## src/rtl/hazard_unit.sv

```systemverilog
// hazard_unit: pipeline hazard detection for a 5-stage core with multi-cycle
// EX operations (mult / matr). Detects load-use and taken-branch hazards and
// holds the front end while a multi-cycle op occupies EX.
// Optional build macro HAZARD_UNIT_STATS_EN adds saturating stall/flush counters.
module hazard_unit #(
   parameter int MUL_LAT  = 3,
   parameter int MATR_LAT = 8
) (
   input  logic       clk,
   input  logic       rst,
   input  logic [6:0] id_opcode,
   input  logic [6:0] id_funct7,
   input  logic [4:0] id_rs1,
   input  logic [4:0] id_rs2,
   input  logic       ex_memread,
   input  logic [4:0] ex_rd,
   input  logic       ex_branch_taken,
   output logic       ctrl_src,
   output logic       pc_write,
   output logic       ifid_write,
   output logic       ifid_flush,
   output logic       busy
`ifdef HAZARD_UNIT_STATS_EN
   ,
   output logic [15:0] stall_cnt,
   output logic [15:0] flush_cnt
`endif
);

   localparam logic [6:0] OP_RTYPE  = 7'b0110011;
   localparam logic [6:0] OP_STORE  = 7'b0100011;
   localparam logic [6:0] OP_BRANCH = 7'b1100011;
   localparam logic [6:0] F7_MUL    = 7'b0000001;
   localparam logic [6:0] F7_MATR   = 7'b0000010;

   // The issue cycle itself counts as the first EX cycle, and the last MULTI
   // cycle is cnt==0, so LAT-1 stall cycles need a start value of LAT-2.
   localparam logic [3:0] MUL_CNT  = 4'(MUL_LAT - 2);
   localparam logic [3:0] MATR_CNT = 4'(MATR_LAT - 2);

   typedef enum logic [0:0] {IDLE, MULTI} state_t;

   state_t     state_q, state_d;
   logic [3:0] cnt_q, cnt_d;

   logic       rs2_used;
   logic       load_use;
   logic       multi_id;
   logic [3:0] multi_cnt;

   // Hazard decode of the instruction in ID against the one in EX
   always_comb begin
      rs2_used  = (id_opcode == OP_RTYPE) || (id_opcode == OP_STORE) ||
                  (id_opcode == OP_BRANCH);
      load_use  = ex_memread && (ex_rd != 5'd0) &&
                  ((ex_rd == id_rs1) || (rs2_used && (ex_rd == id_rs2)));
      multi_id  = (id_opcode == OP_RTYPE) &&
                  ((id_funct7 == F7_MUL) || (id_funct7 == F7_MATR));
      multi_cnt = (id_funct7 == F7_MATR) ? MATR_CNT : MUL_CNT;
   end

   // Next state and combinational pipeline control outputs
   always_comb begin
      state_d    = state_q;
      cnt_d      = cnt_q;
      ctrl_src   = 1'b0;
      pc_write   = 1'b1;
      ifid_write = 1'b1;
      ifid_flush = 1'b0;
      busy       = 1'b0;
      if (rst) begin
         // Hold the front end and flush IF/ID while reset is asserted
         state_d    = IDLE;
         cnt_d      = 4'd0;
         ctrl_src   = 1'b1;
         pc_write   = 1'b0;
         ifid_write = 1'b0;
         ifid_flush = 1'b1;
      end else begin
         case (state_q)
            IDLE: begin
               if (ex_branch_taken) begin
                  // Wrong-path instruction in ID is squashed; fetch redirects
                  ctrl_src   = 1'b1;
                  ifid_flush = 1'b1;
               end else if (load_use) begin
                  ctrl_src   = 1'b1;
                  pc_write   = 1'b0;
                  ifid_write = 1'b0;
               end else if (multi_id) begin
                  // Op issues normally this cycle; stall starts next cycle
                  state_d = MULTI;
                  cnt_d   = multi_cnt;
               end
            end
            MULTI: begin
               // EX is occupied by the multi op: all other hazards are moot
               ctrl_src   = 1'b1;
               pc_write   = 1'b0;
               ifid_write = 1'b0;
               busy       = 1'b1;
               if (cnt_q == 4'd0) begin
                  state_d = IDLE;
               end else begin
                  cnt_d = cnt_q - 4'd1;
               end
            end
            default: begin
               state_d = IDLE;
               cnt_d   = 4'd0;
            end
         endcase
      end
   end

   // State and multi-cycle counter registers
   always_ff @(posedge clk) begin
      if (rst) begin
         state_q <= IDLE;
         cnt_q   <= 4'd0;
      end else begin
         state_q <= state_d;
         cnt_q   <= cnt_d;
      end
   end

`ifdef HAZARD_UNIT_STATS_EN
   logic [15:0] stall_cnt_q, flush_cnt_q;

   function automatic logic [15:0] sat_inc16(input logic [15:0] v);
      return (v == 16'hFFFF) ? v : v + 16'd1;
   endfunction

   // Saturating event counters; reset cycles are never counted
   always_ff @(posedge clk) begin
      if (rst) begin
         stall_cnt_q <= 16'd0;
         flush_cnt_q <= 16'd0;
      end else begin
         if (!pc_write) begin
            stall_cnt_q <= sat_inc16(stall_cnt_q);
         end
         if (ifid_flush) begin
            flush_cnt_q <= sat_inc16(flush_cnt_q);
         end
      end
   end

   assign stall_cnt = stall_cnt_q;
   assign flush_cnt = flush_cnt_q;
`endif

endmodule

```

## config.mk

```make
export PLATFORM = sky130hd
export DESIGN_NAME = hazard_unit
export DESIGN_NICKNAME = d
export VERILOG_FILES = /design/src/rtl/hazard_unit.sv
export SDC_FILE = /design/constraint.sdc
export NUM_CORES = 1
export LEC_CHECK = 0
export CAP_MARGIN = 20
export CELL_PAD_IN_SITES_DETAIL_PLACEMENT = 1
export CELL_PAD_IN_SITES_GLOBAL_PLACEMENT = 1
export CORE_MARGIN = 2
export CORE_UTILIZATION = 24
export CTS_CLUSTER_DIAMETER = 100
export DETAILED_ROUTE_END_ITERATION = 12
export PLACE_DENSITY = 0.93
export SETUP_SLACK_MARGIN = 0.3
export SYNTH_ARGS = -nofsm -noshare
export SYNTH_HDL_FRONTEND = slang
export SYNTH_SLANG_ARGS = --single-unit
```

## constraint.sdc

```tcl
create_clock -name clk -period 5.1 [get_ports clk]
set_input_delay 1.275 -clock clk [delete_from_list [all_inputs] [get_ports clk]]
set_output_delay 1.275 -clock clk [all_outputs]
set_load 0.1 [all_outputs]
```

# Yosys cells after proc, flatten, opt, wreduce, memory -nomap -nowiden

Cells that the tools add are included.

Register bits: 5
Bits in latches: 0
Memory bits (writable): 0
ROM bits: 0
Output and inout port bits: 5
Logic and storage cells: 50
Memories kept: 0

Add/subtract/negate cells: 1
Multipliers: 0
Div/mod/pow operators: 0
$lt $le $gt $ge: 0
Eq/ne operators: 11
Shift operators: 0
Mux-type cells: 24
Bitwise operators: 1
Reduce and logical (&&, ||, !) cells: 11

Operator list:

| operator            | number |
|---|---|
| $mux 4              | 4 |
| $mux 1              | 15 |
| $eq 7x6->1 const B  | 2 |
| $eq 5x5->1          | 2 |
| $ne 2x2->1 const B  | 4 |
| $pmux 4 s2          | 1 |
| $eq 7x1->1 const B  | 1 |
| $eq 7x2->1 const B  | 1 |
| $eq 7x7->1 const B  | 1 |
| $pmux 1 s2          | 3 |
| $reduce_bool 5->1   | 1 |
| $logic_and 1x1->1   | 4 |
| $logic_not 4->1     | 1 |
| $logic_or 1x1->1    | 4 |
| $reduce_and 4->1    | 1 |
| $sub 4x1->4 const B | 1 |
| $mux 3              | 1 |
| $not 1->1           | 1 |

# Depth between registers and ports, before layout

Depth after elaboration: 10
Mapped depth: 7
Gate-level depth less buffers: 6

# Worst setup path before layout

No wires, ideal clock.

Path type: input -> output
From: input ex_rd[1]
To: output pc_write
Data arrival time: 4785 ps
Required time: 3825 ps
Setup slack: -960 ps
Stages: 5
Path through: or4_1 > o221ai_2 > nor2_1 > nor3_1 > buf_4

Word-level cells in the longest chain between the ends: 8

RTL lines:

| what                  | RTL line | text |
|---|---|---|
| start, declared       | 16       | `input logic [4:0] ex_rd,` |
| $eq 5x5->1            | 56       | `((ex_rd == id_rs1) \|\| (rs2_used && (ex_rd == id_rs2)));` |
| $logic_and 1x1->1     | 56       |  |
| $logic_or 1x1->1      | 56       |  |
| $logic_and 1x1->1 *   | 55       | `load_use = ex_memread && (ex_rd != 5'd0) &&` |
| $mux 1 * (2 in a row) | -        |  |
| $pmux 1 s2 *          | -        |  |
| $mux 1 *              | -        |  |
| end, declared         | 19       | `output logic pc_write,` |

Mark *: on every way between the ends. The rest lies on a longest branch, timed or not.

# Final worst setup path

From: input ex_rd[1]
To: output ifid_write

Word-level cells in the longest chain between the ends: 8

RTL lines:

| what                | RTL line | text |
|---|---|---|
| $eq 5x5->1          | 56       |  |
| $logic_and 1x1->1   | 56       |  |
| $logic_or 1x1->1    | 56       |  |
| $logic_and 1x1->1 * | 55       |  |
| $mux 1 *            | 86       | `end else if (load_use) begin` |
| $mux 1 *            | 82       | `if (ex_branch_taken) begin` |
| $pmux 1 s2 *        | 80       | `case (state_q)` |
| $mux 1 *            | 71       | `if (rst) begin` |
| end, declared       | 20       | `output logic ifid_write,` |

Marks and branches as above.

==> impl_metrics.ini <==
[layout]
finalNetCount = 138
area.growth.synth_to_final_pct = 83.57
fill_cells = 251
n_antenna_cell = 0
drive_gt1_share_pct = 13.59
stdcell_count = 131

[setup_path]
worstPathRequired_ns = 3.83
end_kind = primary output
criticalPathCategory = in2out
arrival_ns = 3.17
crit_path_start_kind = primary input
r2r-end = cnt_q[1]
rr_worst_depth = 6
critPathLaunch = ex_rd[1]
crit_fanout = 4
reg2reg_from = state_q
regToRegSetupSlack_ns = 3.12

[synth]
ys_ff_latch = 5
netlist_top_cells_area = dfxtp_1, xnor2_1, xor2_1, nor2_1, a22oi_4
yosysWarnings = 0
synthesis.nets = 99
synth_ff_type = dfxtp_1
synth.distinct_cells = 32
synth_edf_count = 0
yosysSeqAreaShare_pct = 18.78
ys_async_sr_fraction_pct = 0
synthTopCellsByCount = nor2_1, xnor2_1, dfxtp_1, inv_1, xor2_1
synth_top_area_share_pct = 18.78
synth_area_leader_cell = dfxtp_1
netlist_instances = 65
yosysMostFrequentCell = nor2_1
syn_avg_cell_area_um2 = 8.200
synth_area_um2 = 533.0

[clock_tree]
numCtsBuffers = 3
cts_resized = 0
clkTransAtPathRegs_ns = 0.05
cts_tree = built
insertion_delay_ns = 0.25
cts_htree_levels = 1
clock-sinks = 5
clock_path_buffers = 2
cts_hold_buf = 0
cts_setup_buffers = 0
root_buffer = clkbuf_4

[timing]
grt_setup_unrepaired = no
hold_viol_final = 0
slew_violations = 0
tightest_slew_ns = 0.4858
clock.fmax_mhz = 225.2
period_needed_ns = 4.441
slew_headroom_pct = 67.51
setup_viol = 0
fin_tns_setup_ns = 0
fin_crit_sh_pct = 87.08
finalClockSkew_ns = 0.003820
fin_ws_ns = 0.6587

[place]
pre_cts_slack_ns = 0.6448
place.gp.congestion = 0.7061
dpl.hpwl_mm = 1.602
placed_cells = 127
portBuffers = 37

[power_and_ir_drop]
leakagePower_uw = 0.0003944
p_per_area_nw_per_um2 = 153.4
ir_worst_vdd_mv = 0.07954

[die]
start_util_pct = 24.81
pin_count = 38
die_w_um = 51.13
die_area_um2 = 2614
die-height_um = 51.13
rows = 17
core_um2 = 2148

[global_routing]
grtUsageTotal_pct = 15.34
grt_pass1_wl_mm = 2.967
grt_max_degree = 14
grt_pass1_vias = 714
grt_overflow = 0
antenna_found_initial = 0

[detailed_routing]
drt_wl_total_mm = 1.758
drt_iter0_markers = 7
via_count = 635
wl_per_cell_um = 13.42
drc_errors = 0
drt-pass1-iter-count = 4
drtAntennaViolNets = 0
avgViaCountPerCell = 4.847

[flow_run]
max_cap_viol_count = 0

[hold_path]
hold_class = reg2reg
hp-start = cnt_q[0]
hold_depth = 2
min_to = cnt_q[0]

[outcome]
status = completed
## where the power goes
| group | internal, uW | switching, uW |
|---|---|---|
| clock | 29.7 | 18.4 |
| sequential | 39.2 | 0.00234 |
| combinational | 34.9 | 28.0 |
## state kept, by name (all words and copies together), names as in the netlist
register / flops
cnt_q: 4
state_q: 1
## logic make-up after synthesis
logic type                 Yosys count  synth area share [%]
AOI/OAI and AO/OA                   10                 19.72
xor gates and xnor gates            11                 18.07
adders and majority gates            1                 2.347
buffers and inverters                9                 8.450
DFF                                  5                 18.78
muxes                                2                 4.694
and+or+nand+nor                     27                 27.93
## placed cells by master (no fill, tap or decap), types with 2 or more instances in the layout
cell / count
nor2_1: 8
dfxtp_1: 5
nand4_1: 3
buf_12: 3
xor2_1: 4
a211o_1: 2
or4_1: 2
buf_4: 2
xnor2_1: 7
clkdlybuf4s50_1: 32
clkbuf_4: 3
nand3b_1: 2
inv_1: 5
nor3_1: 2
nand2_1: 3
## stage by stage
step	total power [uW]	util (%)	instance area (um2)	hold slack (ns)
finish	150.1	45.54	978.4	0.5022
global route	157.7	45.54	978.4	0.5318
CTS	153.2	45.54	978.4	0.5051
detailed placement	103.3	44.32	952.2	0.4983
global placement	101.4	44.32	952.2	0.4788
floorplan	66.50	-	544.3	0.4648
## routing by layer
metal  share of wire [%]  track usage (%)
met4                 1.6            8.108
met5                   0                0
met1                  32            13.35
met2                  62            32.90
met3                 3.7            1.462
## how the worst max path moves through the flow
| stage | endpoint | slack, ns | cells past startpoint |
|---|---|---|---|
| 2_1_floorplan | pc_write | 0.45 | 5 |
| 3_3_place_gp | pc_write | 0.68 | 6 |
| 3_5_place_dp | ifid_write | 0.64 | 6 |
| 4_1_cts | ifid_write | 0.64 | 6 |
| 5_1_grt | ifid_write | 0.54 | 8 |
| 6_report | ifid_write | 0.66 | 6 |
## worst max-delay path: stages
cell             delay, ns
clkdlybuf4s50_1       0.47
or4_1                 0.56
o221ai_2              0.29
nor2_1                0.12
nor3_4                0.23
buf_12                0.21
## area by class of cell
class | instances | area, um2 | area share (%)
flip-flops and latches | 5 | 100.1 | 10.23
repair buffers | 37 | 395.4 | 40.41
clock buffers | 4 | 26.28 | 2.685
multi-input cells | 51 | 399.1 | 40.79
well taps | 28 | 35.03 | 3.581
inverters | 6 | 22.52 | 2.302
No activity file was read; power rests on OpenSTA's default activity.
